**config.mk**
```make
export PLATFORM = sky130hd
export DESIGN_NAME = cipher_round_controller
export DESIGN_NICKNAME = d
export VERILOG_FILES = /design/src/rtl/crypto_pkg.sv /design/src/rtl/cipher_round_keygen.sv /design/src/rtl/inverse_substitution_block.sv /design/src/rtl/substitution_block.sv /design/src/rtl/cipher_round_controller.sv
export SDC_FILE = /design/constraint.sdc
export NUM_CORES = 1
export LEC_CHECK = 0
export BUFFER_PORTS_ARGS = -buffer_cell sky130_fd_sc_hd__buf_2
export CORE_MARGIN = 2
export CORE_UTILIZATION = 55
export DETAILED_ROUTE_END_ITERATION = 12
export GPL_TIMING_DRIVEN = 0
export PLACE_DENSITY_LB_ADDON = 0.3
export SLEW_MARGIN = 25
export SYNTH_ARGS = -nofsm -noshare
export SYNTH_HDL_FRONTEND = slang
export SYNTH_HIERARCHICAL = 1
export SYNTH_SLANG_ARGS = --single-unit
```
**constraint.sdc**
```tcl
create_clock -name clk -period 3.4 [get_ports clk]
set_clock_uncertainty 0.05 [all_clocks]
set_input_delay 0.34 -clock clk [delete_from_list [all_inputs] [get_ports clk]]
set_output_delay 0.34 -clock clk [all_outputs]
set_load 0.02 [all_outputs]
```
**src/rtl/crypto_pkg.sv**
```systemverilog
// Shared definitions for the 8-bit cryptosystem datapath.
//   state_t            : controller FSM encoding (IDLE/ROUND/DONE)
//   NUM_ROUNDS_DEFAULT : default round count
//   BYTE_W, RIDX_W     : data byte and round-index widths
//   rotl8 / rotr8      : byte rotations by 0..7
package crypto_pkg;

  typedef enum logic [1:0] {
    IDLE  = 2'd0,
    ROUND = 2'd1,
    DONE  = 2'd2
  } state_t;

  localparam int NUM_ROUNDS_DEFAULT = 4;
  localparam int BYTE_W             = 8;
  localparam int RIDX_W             = 4;

  // Rotate via a doubled copy so a zero amount needs no special case.
  function automatic logic [BYTE_W-1:0] rotl8(input logic [BYTE_W-1:0] x,
                                              input logic [2:0] n);
    logic [2*BYTE_W-1:0] t;
    t = {x, x} << n;
    return t[2*BYTE_W-1:BYTE_W];
  endfunction

  function automatic logic [BYTE_W-1:0] rotr8(input logic [BYTE_W-1:0] x,
                                              input logic [2:0] n);
    logic [2*BYTE_W-1:0] t;
    t = {x, x} >> n;
    return t[BYTE_W-1:0];
  endfunction

endpackage

```
**src/rtl/cipher_round_keygen.sv**
```systemverilog
// Combinational round-key generator: rk = rotl8(key, ridx mod 8) ^ ridx.
//   key  : master key
//   ridx : round index 0..15
//   rk   : round key
module cipher_round_keygen
  import crypto_pkg::*;
(
  input  logic [BYTE_W-1:0] key,
  input  logic [RIDX_W-1:0] ridx,
  output logic [BYTE_W-1:0] rk
);
  assign rk = rotl8(key, ridx[2:0]) ^ {{(BYTE_W-RIDX_W){1'b0}}, ridx};
endmodule

```
**src/rtl/inverse_substitution_block.sv**
```systemverilog
// Inverse byte S-box: undoes substitution_block nibble by nibble.
//   in : substituted byte
//   c  : original byte
module inverse_substitution_block (
  input  logic [7:0] in,
  output logic [7:0] c
);
  // Nibble i of TBL is S^-1(i).
  localparam logic [63:0] TBL = 64'hA970364BD21C8FE5;

  assign c = {TBL[{in[7:4], 2'b00} +: 4], TBL[{in[3:0], 2'b00} +: 4]};
endmodule

```
**src/rtl/substitution_block.sv**
```systemverilog
// Forward byte S-box: applies a 4-bit bijective S-box to each nibble.
//   in : byte to substitute
//   c  : substituted byte
module substitution_block (
  input  logic [7:0] in,
  output logic [7:0] c
);
  // Nibble i of TBL is S(i).
  localparam logic [63:0] TBL = 64'h21748FE3DA09B65C;

  assign c = {TBL[{in[7:4], 2'b00} +: 4], TBL[{in[3:0], 2'b00} +: 4]};
endmodule

```
**src/rtl/cipher_round_controller.sv**
```systemverilog
// Iterative byte cipher controller: one S-box pair reused over NUM_ROUNDS
// rounds, one round per cycle, with valid/ready on both sides.
//   clk, rst_n          : clock, async active-low reset
//   in_valid/in_ready   : request handshake (mode, key, data_in sampled on accept)
//   out_valid/out_ready : result handshake (data_out held while out_valid)
//   busy                : transaction in ROUND or DONE
//   round_idx           : round counter of the current ROUND cycle (debug)
module cipher_round_controller
  import crypto_pkg::*;
#(
  parameter int NUM_ROUNDS = NUM_ROUNDS_DEFAULT
) (
  input  logic              clk,
  input  logic              rst_n,
  input  logic              in_valid,
  output logic              in_ready,
  input  logic              mode,
  input  logic [BYTE_W-1:0] key,
  input  logic [BYTE_W-1:0] data_in,
  output logic              out_valid,
  input  logic              out_ready,
  output logic [BYTE_W-1:0] data_out,
  output logic              busy,
  output logic [RIDX_W-1:0] round_idx
);

  localparam logic [RIDX_W-1:0] NR   = RIDX_W'(NUM_ROUNDS);
  localparam logic [RIDX_W-1:0] LAST = RIDX_W'(NUM_ROUNDS - 1);

  state_t            state, state_nxt;
  logic [BYTE_W-1:0] s_q, key_q, data_out_q;
  logic [RIDX_W-1:0] cnt_q;
  logic              mode_q;

  logic              accept, last_round;
  logic [BYTE_W-1:0] rk_cur, rk_wh, wh_key;
  logic [BYTE_W-1:0] sb_in, sb_out, isb_in, isb_out;
  logic [BYTE_W-1:0] enc_s, dec_s, round_s, result;

  // The whitening key is needed at accept for decrypt (from the live key)
  // and on the last encrypt round (from the captured key).
  assign wh_key = (state == IDLE) ? key : key_q;

  cipher_round_keygen u_kg_cur (.key(key_q),  .ridx(cnt_q), .rk(rk_cur));
  cipher_round_keygen u_kg_wh  (.key(wh_key), .ridx(NR),    .rk(rk_wh));

  assign sb_in  = s_q ^ rk_cur;
  assign isb_in = rotr8(s_q, 3'd1);

  substitution_block         u_sbox  (.in(sb_in),  .c(sb_out));
  inverse_substitution_block u_isbox (.in(isb_in), .c(isb_out));

  assign enc_s      = rotl8(sb_out, 3'd1);
  assign dec_s      = isb_out ^ rk_cur;
  assign round_s    = mode_q ? dec_s : enc_s;
  assign result     = mode_q ? dec_s : (enc_s ^ rk_wh);
  assign last_round = mode_q ? (cnt_q == '0) : (cnt_q == LAST);
  assign accept     = in_valid && (state == IDLE);

  always_ff @(posedge clk or negedge rst_n) begin
    if (!rst_n) state <= IDLE;
    else        state <= state_nxt;
  end

  always_comb begin
    state_nxt = state;
    unique case (state)
      IDLE:    if (accept)     state_nxt = ROUND;
      ROUND:   if (last_round) state_nxt = DONE;
      DONE:    if (out_ready)  state_nxt = IDLE;
      default: state_nxt = IDLE;
    endcase
  end

  always_ff @(posedge clk or negedge rst_n) begin
    if (!rst_n) begin
      s_q        <= '0;
      key_q      <= '0;
      mode_q     <= 1'b0;
      cnt_q      <= '0;
      data_out_q <= '0;
    end else begin
      case (state)
        IDLE: if (accept) begin
          mode_q <= mode;
          key_q  <= key;
          s_q    <= mode ? (data_in ^ rk_wh) : data_in;
          cnt_q  <= mode ? LAST : '0;
        end
        ROUND: begin
          // Counter is left on the last round so round_idx holds it in DONE.
          if (last_round) data_out_q <= result;
          else begin
            s_q   <= round_s;
            cnt_q <= mode_q ? (cnt_q - 1'b1) : (cnt_q + 1'b1);
          end
        end
        default: ;
      endcase
    end
  end

  assign in_ready  = (state == IDLE);
  assign out_valid = (state == DONE);
  assign busy      = (state != IDLE);
  assign data_out  = data_out_q;
  assign round_idx = (state == IDLE) ? '0 : cnt_q;

endmodule

```
Yosys cells after proc, flatten, opt, wreduce, memory -nomap -nowiden
Index checks and enable logic that the tools add are counted. Widths: inputs -> output; s select.

Memories kept: 0. Memory bits (writable): 0. Latch bits: 0. Bits of input ports: 21. Output and inout bits: 15. Register bits: 31. Memory bits (read-only): 0.

Shifts and indexed selects: 5. Multiply operators: 0. Bitwise operators: 6. Mux-type cells: 18. Equality and inequality tests: 7. Reduce and logical (&&, ||, !) cells: 9. Magnitude comparators: 0. Add/sub/neg operators: 2. Div/mod/pow operators: 0.

Operators with widths (number): $shiftx 64x7->4 const A (4); $mux 8 (6); $xor 8x8->8 (4); $mux 4 (4); $pmux 8 s2 (1); $shl 16x3->16 (1); $mux 2 (4); $pmux 4 s2 (1); $xor 8x4->8 (1); $pmux 2 s3 (1); $reduce_and 3->1 (2); $add 4x1->4 const B (1); $eq 4x2->1 const B (1); $logic_not 4->1 (1); $ne 2x1->1 const B (2); $ne 2x2->1 const B (2); $reduce_and 2->1 (2); $reduce_bool 2->1 (2); $sub 4x1->4 const B (1); $eq 2x1->1 const B (1); $eq 2x2->1 const B (1); $logic_not 2->1 (1); $logic_and 1x1->1 (1); $mux 1 (1); $not 1->1 (1).

Depth between registers and ports, before layout
Word-level depth: 7. Mapped depth: 14.

Hierarchy
Netlist, hierarchy kept.

By module, submodules not included: cipher_round_controller (seq. area each 775.7 µm², area an instance 1954.4 µm², cells an instance 200, instances 1); cipher_round_keygen (seq. area each 0.0 µm², area an instance 440.4 µm², cells an instance 38, instances 2); inverse_substitution_block (seq. area each 0.0 µm², area an instance 432.9 µm², cells an instance 53, instances 1); substitution_block (seq. area each 0.0 µm², area an instance 365.4 µm², cells an instance 38, instances 1).

Worst setup path after synthesis
OpenSTA, ideal clock, no wires.

Path kind: register -> register. Start point: reg cnt_q[2]. End point: reg s_q[3]. Slack: 0.038 ns. Library setup time: 0.126 ns. Cell stages (with the launch flop): 10. Arrival time: 3.186 ns. Required time: 3.224 ns. Cell sequence: dfrtp_1 -> buf_2 -> mux4_1 -> o21ai_0 -> xor2_1 -> inv_1 -> ha_1 -> mux4_2 -> o21a_1 -> a221o_1.

Word-level cells in the longest chain between the ends: 7. Elaborated cells between the ends (all ways): 13.

RTL lines: start: declaration (RTL line cipher_round_controller.sv:32) `logic [RIDX_W-1:0] cnt_q;`; start signal: assignment (RTL line cipher_round_controller.sv:88) `cnt_q <= mode ? LAST : '0;`; start signal: assignment (RTL line cipher_round_controller.sv:95) `cnt_q <= mode_q ? (cnt_q - 1'b1) : (cnt_q + 1'b1);`; $shl 16x3->16 (RTL line crypto_pkg.sv:22) `t = {x, x} << n;`; $xor 8x4->8 (RTL line cipher_round_keygen.sv:12) `assign rk = rotl8(key, ridx[2:0]) ^ {{(BYTE_W-RIDX_W){1'b0}}, ridx};`; via rk_cur[0] (RTL line cipher_round_controller.sv:36) `logic [BYTE_W-1:0] rk_cur, rk_wh, wh_key;`; $xor 8x8->8 (RTL line cipher_round_controller.sv:47) `assign sb_in = s_q ^ rk_cur;`; via sb_in[0] (RTL line cipher_round_controller.sv:37) `logic [BYTE_W-1:0] sb_in, sb_out, isb_in, isb_out;`; $shiftx 64x7->4 (RTL line substitution_block.sv:11) `assign c = {TBL[{in[7:4], 2'b00} +: 4], TBL[{in[3:0], 2'b00} +: 4]};`; via sb_out[2] (RTL line cipher_round_controller.sv:37); $mux 8 (RTL line cipher_round_controller.sv:55) `assign round_s = mode_q ? dec_s : enc_s;`; $mux 8 (RTL line cipher_round_controller.sv:92) `if (last_round) data_out_q <= result;`; $pmux 8 s2 (RTL line cipher_round_controller.sv:83) `case (state)`; end signal: assignment (RTL line cipher_round_controller.sv:87) `s_q <= mode ? (data_in ^ rk_wh) : data_in;`; end signal: assignment (RTL line cipher_round_controller.sv:94) `s_q <= round_s;`; end: declaration (RTL line cipher_round_controller.sv:31) `logic [BYTE_W-1:0] s_q, key_q, data_out_q;`.

The timed path passes the listed nets, and every way through them passes these cells. The select of a mux whose other input is x is not followed. A chain may end at the register's enable or synchronous reset.

Worst setup path after layout
Start point: reg cnt_q[1]. End point: reg data_out_q[3], in the netlist data_out[3].

Word-level cells in the longest chain between the ends: 6. Elaborated cells between the ends (all ways): 11.

RTL lines: $shl 16x3->16 (RTL line crypto_pkg.sv:22); $xor 8x4->8 * (RTL line cipher_round_keygen.sv:12); via rk_cur[1] (RTL line cipher_round_controller.sv:36); $xor 8x8->8 * (RTL line cipher_round_controller.sv:47); via sb_in[1] (RTL line cipher_round_controller.sv:37); $shiftx 64x7->4 * (RTL line substitution_block.sv:11); via sb_out[2] (RTL line cipher_round_controller.sv:37); $xor 8x8->8 * (RTL line cipher_round_controller.sv:56) `assign result = mode_q ? dec_s : (enc_s ^ rk_wh);`; $mux 8 * (RTL line cipher_round_controller.sv:56); end signal: assignment (RTL line cipher_round_controller.sv:92); end: declaration (RTL line cipher_round_controller.sv:31).

The timed path passes the listed nets; every way through them passes the cells marked *.

==> PnR_summary.wiki <==
{| class="wikitable"
! Metric !! Value
|-
| Die Footprint || around 7300 um^2
|-
| Max Fclk || 0.302 GHz
|-
| Slowest stage cell on the critical path || sky130_fd_sc_hd__mux4_2
|-
| Total overflow reported by the global router || 0
|-
| Buffers added on ports || 34
|-
| Number of design rule violations left after detail routing || 0
|-
| Core area || about 6400 um^2
|-
| Quantity of hold-fixing buffers added after cts || 0
|-
| Final count of negative-setup-slack endpoints || 0
|-
| Post-route ant nets || 0
|-
| Critical path depth || 13
|-
| Initial Utilization || a little under three fifths
|-
| TritonCTS clock tree || built
|-
| Ports || 36
|-
| Required time of the critical path || between 3 and 4 ns
|-
| Vias/cell || ~5.8
|-
| Latest clock arrival within the worst-skew pair || between 0.2 and 0.3 ns
|-
| Worst hold-check slack || 0.0428 ns
|-
| Syn Inst Count || 367
|-
| Fraction of synthesis flops using an asynchronous set or reset pin || 100%
|-
| Crit Path Max Fanout || 10
|-
| Cell family with most CP delay || multiplexers
|-
| Via count of the first global-routing pass || roughly 2800
|-
| Classification of the worst-slack hold path || in2async
|-
| Fraction of the yosys area taken by sequential cells || between 20% and 30%
|-
| Cell Chain, Critical Path || buf_6 > buf_12 > mux2i_1 > mux4_2 > xnor2_4 > xor2_4 > buf_6 > ha_1 > inv_1 > mux4_2 > xor2_1 > o21ai_1 > o21ai_1
|-
| Area of the mapped netlist || 3630 um^2
|-
| Top FF cell, synth || sky130_fd_sc_hd__dfrtp_1
|-
| Total routing usage reported by global routing || about a quarter
|-
| Reg-to-reg critical path endpoint || data_out[3]
|-
| Total Routed Length || around 8400 um
|-
| Max-slew headroom at the worst pin || a little over half
|-
| Initial detailed-routing violation count || roughly 150
|-
| Clock sink count || 31
|-
| First-pass GRT wire length || between 10000 and 15000 um
|-
| Clock Tree Buf Depth || 2
|-
| Worst Setup EP || data_out[3]
|-
| Number of buffers inserted during clock tree synthesis || 5
|-
| Number of iterations in the first detailed-routing pass || 4
|-
| Final min period || 3.31 ns
|-
| Synth-to-layout area growth || 15.7%
|-
| Number of antenna violations at the first check in global routing || 0
|-
| Worst endpoint data arrival time || about 3.4 ns
|-
| Die width || ~85 um
|-
| Startpoint kind of the worst setup timing path || register
|-
| Placement Rows || 29
|-
| Maximum capacitance violations || 0
|-
| Final hold violation count || 0
|-
| Fraction of layout instances using a drive strength above 1 || 28.1%
|-
| Via count of the routed design || 2927
|-
| Cell count of the worst reg-to-reg path || 13
|-
| Final critical-path share of the clock period || a little over nine tenths
|-
| Setup crit end kind || register
|-
| Number of inserted diodes || 0
|-
| Minimum setup slack among reg-to-reg paths || 0.09 ns
|-
| Final slew viol count || 0
|-
| Worst path max stage delay || 0.54 ns
|-
| Actual transition at the worst max-transition pin || ~0.7 ns
|-
| RR Startpoint || cnt_q[1]
|-
| Maximum number of pins on one net before global-route repair || 32
|-
| RSZ-0062 raised after global routing || true
|-
| Number of H-tree levels || 2
|-
| Count of flip-flops with a built-in enable after synthesis || 0
|-
| Average cell area after synthesis || 9.90 um^2
|-
| Category of the most critical setup path || reg2reg
|-
| Global placement routability congestion || approximately 0.91
|-
| Wirelength per Cell || between 15 and 20 um
|-
| Outcome || complete, no violations
|-
| Synth Warn # || 6
|-
| Post-CTS clock slew at the launch and capture registers of the worst setup and hold paths || approximately 0.070 ns
|-
| #FFs+latches synth || 31
|-
| Root Buffer Master || sky130_fd_sc_hd__clkbuf_8
|-
| Post-synth cell types || 49
|-
| Fin nets || 469
|-
| Critical path startpoint || cnt_q[1]
|-
| Estimated wirelength of the detail-placed design || approximately 6400 um
|-
| Vertical extent of the die || 85.3 um
|-
| Worst path bufs/invs || 4
|}
==> metrics by stage <==
step | setup TNS, ns | setup slack, ns | instances | instance area, um^2 | util [%]
6_report | 0 | 0.0926 | 501 | 4200 | 65.8
4_1_cts | 0 | 0.00316 | 499 | 4150 | 65.0
2_1_floorplan | 0 | 0.0377 | 375 | 3660 | -
3_5_place_dp | -3.88 | -0.568 | 486 | 3930 | 61.5
3_3_place_gp | -3.62 | -0.557 | 486 | 3930 | 61.5
5_1_grt | -0.0135 | -0.0135 | 501 | 4200 | 65.8
==> worst min path at each step <==
| stage | start | to | slack [ns] |
|---|---|---|---|
| after floorplan | rst_n | cnt_q[0] | -0.006 |
| after global placement | rst_n | data_out[5] | 0.38 |
| after detailed placement | rst_n | data_out[5] | 0.39 |
| after CTS | rst_n | data_out[0] | 0.07 |
| after global routing | rst_n | data_out[0] | 0.10 |
| final | rst_n | data_out[5] | 0.04 |
==> worst register-to-register path, delay by kind of cell (launching register included) <==
kind	cells	cell delay, ns
muxes	3	1.14
xor gates and xnor gates	3	0.65
buffers and inverters	4	0.50
DFF	1	0.41
AOI/OAI and AO/OA	2	0.29
adders and majority gates	1	0.14
==> synth_stat cells, types with 2 or more instances <==
cell type                   n  area (um^2)
sky130_fd_sc_hd__buf_2      5         25.0
sky130_fd_sc_hd__o21ai_1    2         10.0
sky130_fd_sc_hd__mux4_1    14          368
sky130_fd_sc_hd__clkbuf_1   3         11.3
sky130_fd_sc_hd__nor2_1    26         97.6
sky130_fd_sc_hd__mux2_2    21          236
sky130_fd_sc_hd__a21o_2     2         17.5
sky130_fd_sc_hd__nor2b_1    4         25.0
sky130_fd_sc_hd__o21ai_0   23          115
sky130_fd_sc_hd__mux4_2    10          225
sky130_fd_sc_hd__a21oi_1    7         35.0
sky130_fd_sc_hd__dfrtp_1   31          776
sky130_fd_sc_hd__a221o_1    8         80.1
sky130_fd_sc_hd__nand2_1   49          184
sky130_fd_sc_hd__a211oi_1   3         22.5
sky130_fd_sc_hd__buf_12     2         40.0
sky130_fd_sc_hd__buf_4      2         15.0
sky130_fd_sc_hd__nand3_1    3         15.0
sky130_fd_sc_hd__nor3_1     2         10.0
sky130_fd_sc_hd__nand2b_1   3         18.8
sky130_fd_sc_hd__inv_1     20         75.1
sky130_fd_sc_hd__conb_1     2         7.51
sky130_fd_sc_hd__ha_1      24          300
sky130_fd_sc_hd__o21a_1    10         75.1
sky130_fd_sc_hd__xor2_1    26          228
sky130_fd_sc_hd__buf_6     10          113
sky130_fd_sc_hd__mux2i_1   20          200
sky130_fd_sc_hd__xnor2_1   14          123
==> kinds of logic (layout without fill, tap and decap cells) <==
| kind of cell | after synthesis | after routing | share of synthesized area, % |
|---|---|---|---|
| adder cells (fa/ha/maj) | 25 | 25 | 8.82 |
| other | 2 | 10 | 0.207 |
| buffers and inverters | 42 | 91 | 7.68 |
| multiplexers | 65 | 65 | 28.3 |
| flip-flops | 31 | 31 | 21.3 |
| AND/OR/NAND/NOR | 96 | 96 | 11.6 |
| AO/OA/AOI/OAI | 66 | 66 | 12.3 |
| XOR/XNOR | 40 | 40 | 9.64 |
==> layout by cell type (no fill, tap or decap), types with 3 or more instances in the layout <==
cell type	count
sky130_fd_sc_hd__nand2_1	49
sky130_fd_sc_hd__buf_2	38
sky130_fd_sc_hd__dfrtp_1	29
sky130_fd_sc_hd__nor2_1	26
sky130_fd_sc_hd__ha_1	23
sky130_fd_sc_hd__xor2_1	21
sky130_fd_sc_hd__mux2_2	21
sky130_fd_sc_hd__mux2i_1	20
sky130_fd_sc_hd__inv_1	19
sky130_fd_sc_hd__o21ai_0	16
sky130_fd_sc_hd__mux4_1	14
sky130_fd_sc_hd__xnor2_1	13
sky130_fd_sc_hd__buf_6	12
sky130_fd_sc_hd__o21a_1	10
sky130_fd_sc_hd__mux4_2	10
sky130_fd_sc_hd__conb_1	10
sky130_fd_sc_hd__buf_4	8
sky130_fd_sc_hd__a221o_1	8
sky130_fd_sc_hd__o21ai_1	8
sky130_fd_sc_hd__a21oi_1	7
sky130_fd_sc_hd__clkbuf_8	6
sky130_fd_sc_hd__xor2_2	4
sky130_fd_sc_hd__nor2b_1	4
sky130_fd_sc_hd__clkbuf_1	3
sky130_fd_sc_hd__nand3_1	3
sky130_fd_sc_hd__a211oi_1	3
==> routing by layer <==
| layer | track usage (%) | part of all wire (%) | up-vias |
|---|---|---|---|
| met1 | 32.3 | 43 | 1428 |
| met2 | 38.8 | 48 | 77 |
| met4 | 8.80 | 2.7 | 0 |
| met5 | 0 | 0 | - |
| met3 | 4.38 | 6.1 | 14 |
| li1 | - | - | 1408 |
==> area by class of cell <==
| class | count | area [um^2] |
|---|---|---|
| Inverter | 20 | 75.1 |
| Clock inverter | 2 | 35.0 |
| Sequential cell | 31 | 778 |
| Tap cell | 77 | 96.3 |
| Buffer | 22 | 210 |
| Clock buffer | 6 | 82.6 |
| Timing Repair Buffer | 41 | 226 |
| Multi-Input combinational cell | 302 | 2700 |
| Fill cell | 530 | 2180 |
==> state kept, by name (all words and copies together) (netlist names) <==
| name | cells |
|---|---|
| mode_q | 1 |
| state | 2 |
| data_out | 8 |
| s_q | 8 |
| key_q | 8 |
| cnt_q | 4 |
==> repair_timing <==
item / 4_1_cts / 5_1_grt
resized for setup: 14 / 10
pin swaps: 4 / 5
setup endpoints to repair: 11 / 11
buffers inserted: 5 / 2
gates cloned: 0 / 0
Power is left out: the tool's default activity adds up to more than one toggle a clock period on the data nets, which glitch-free logic cannot reach.
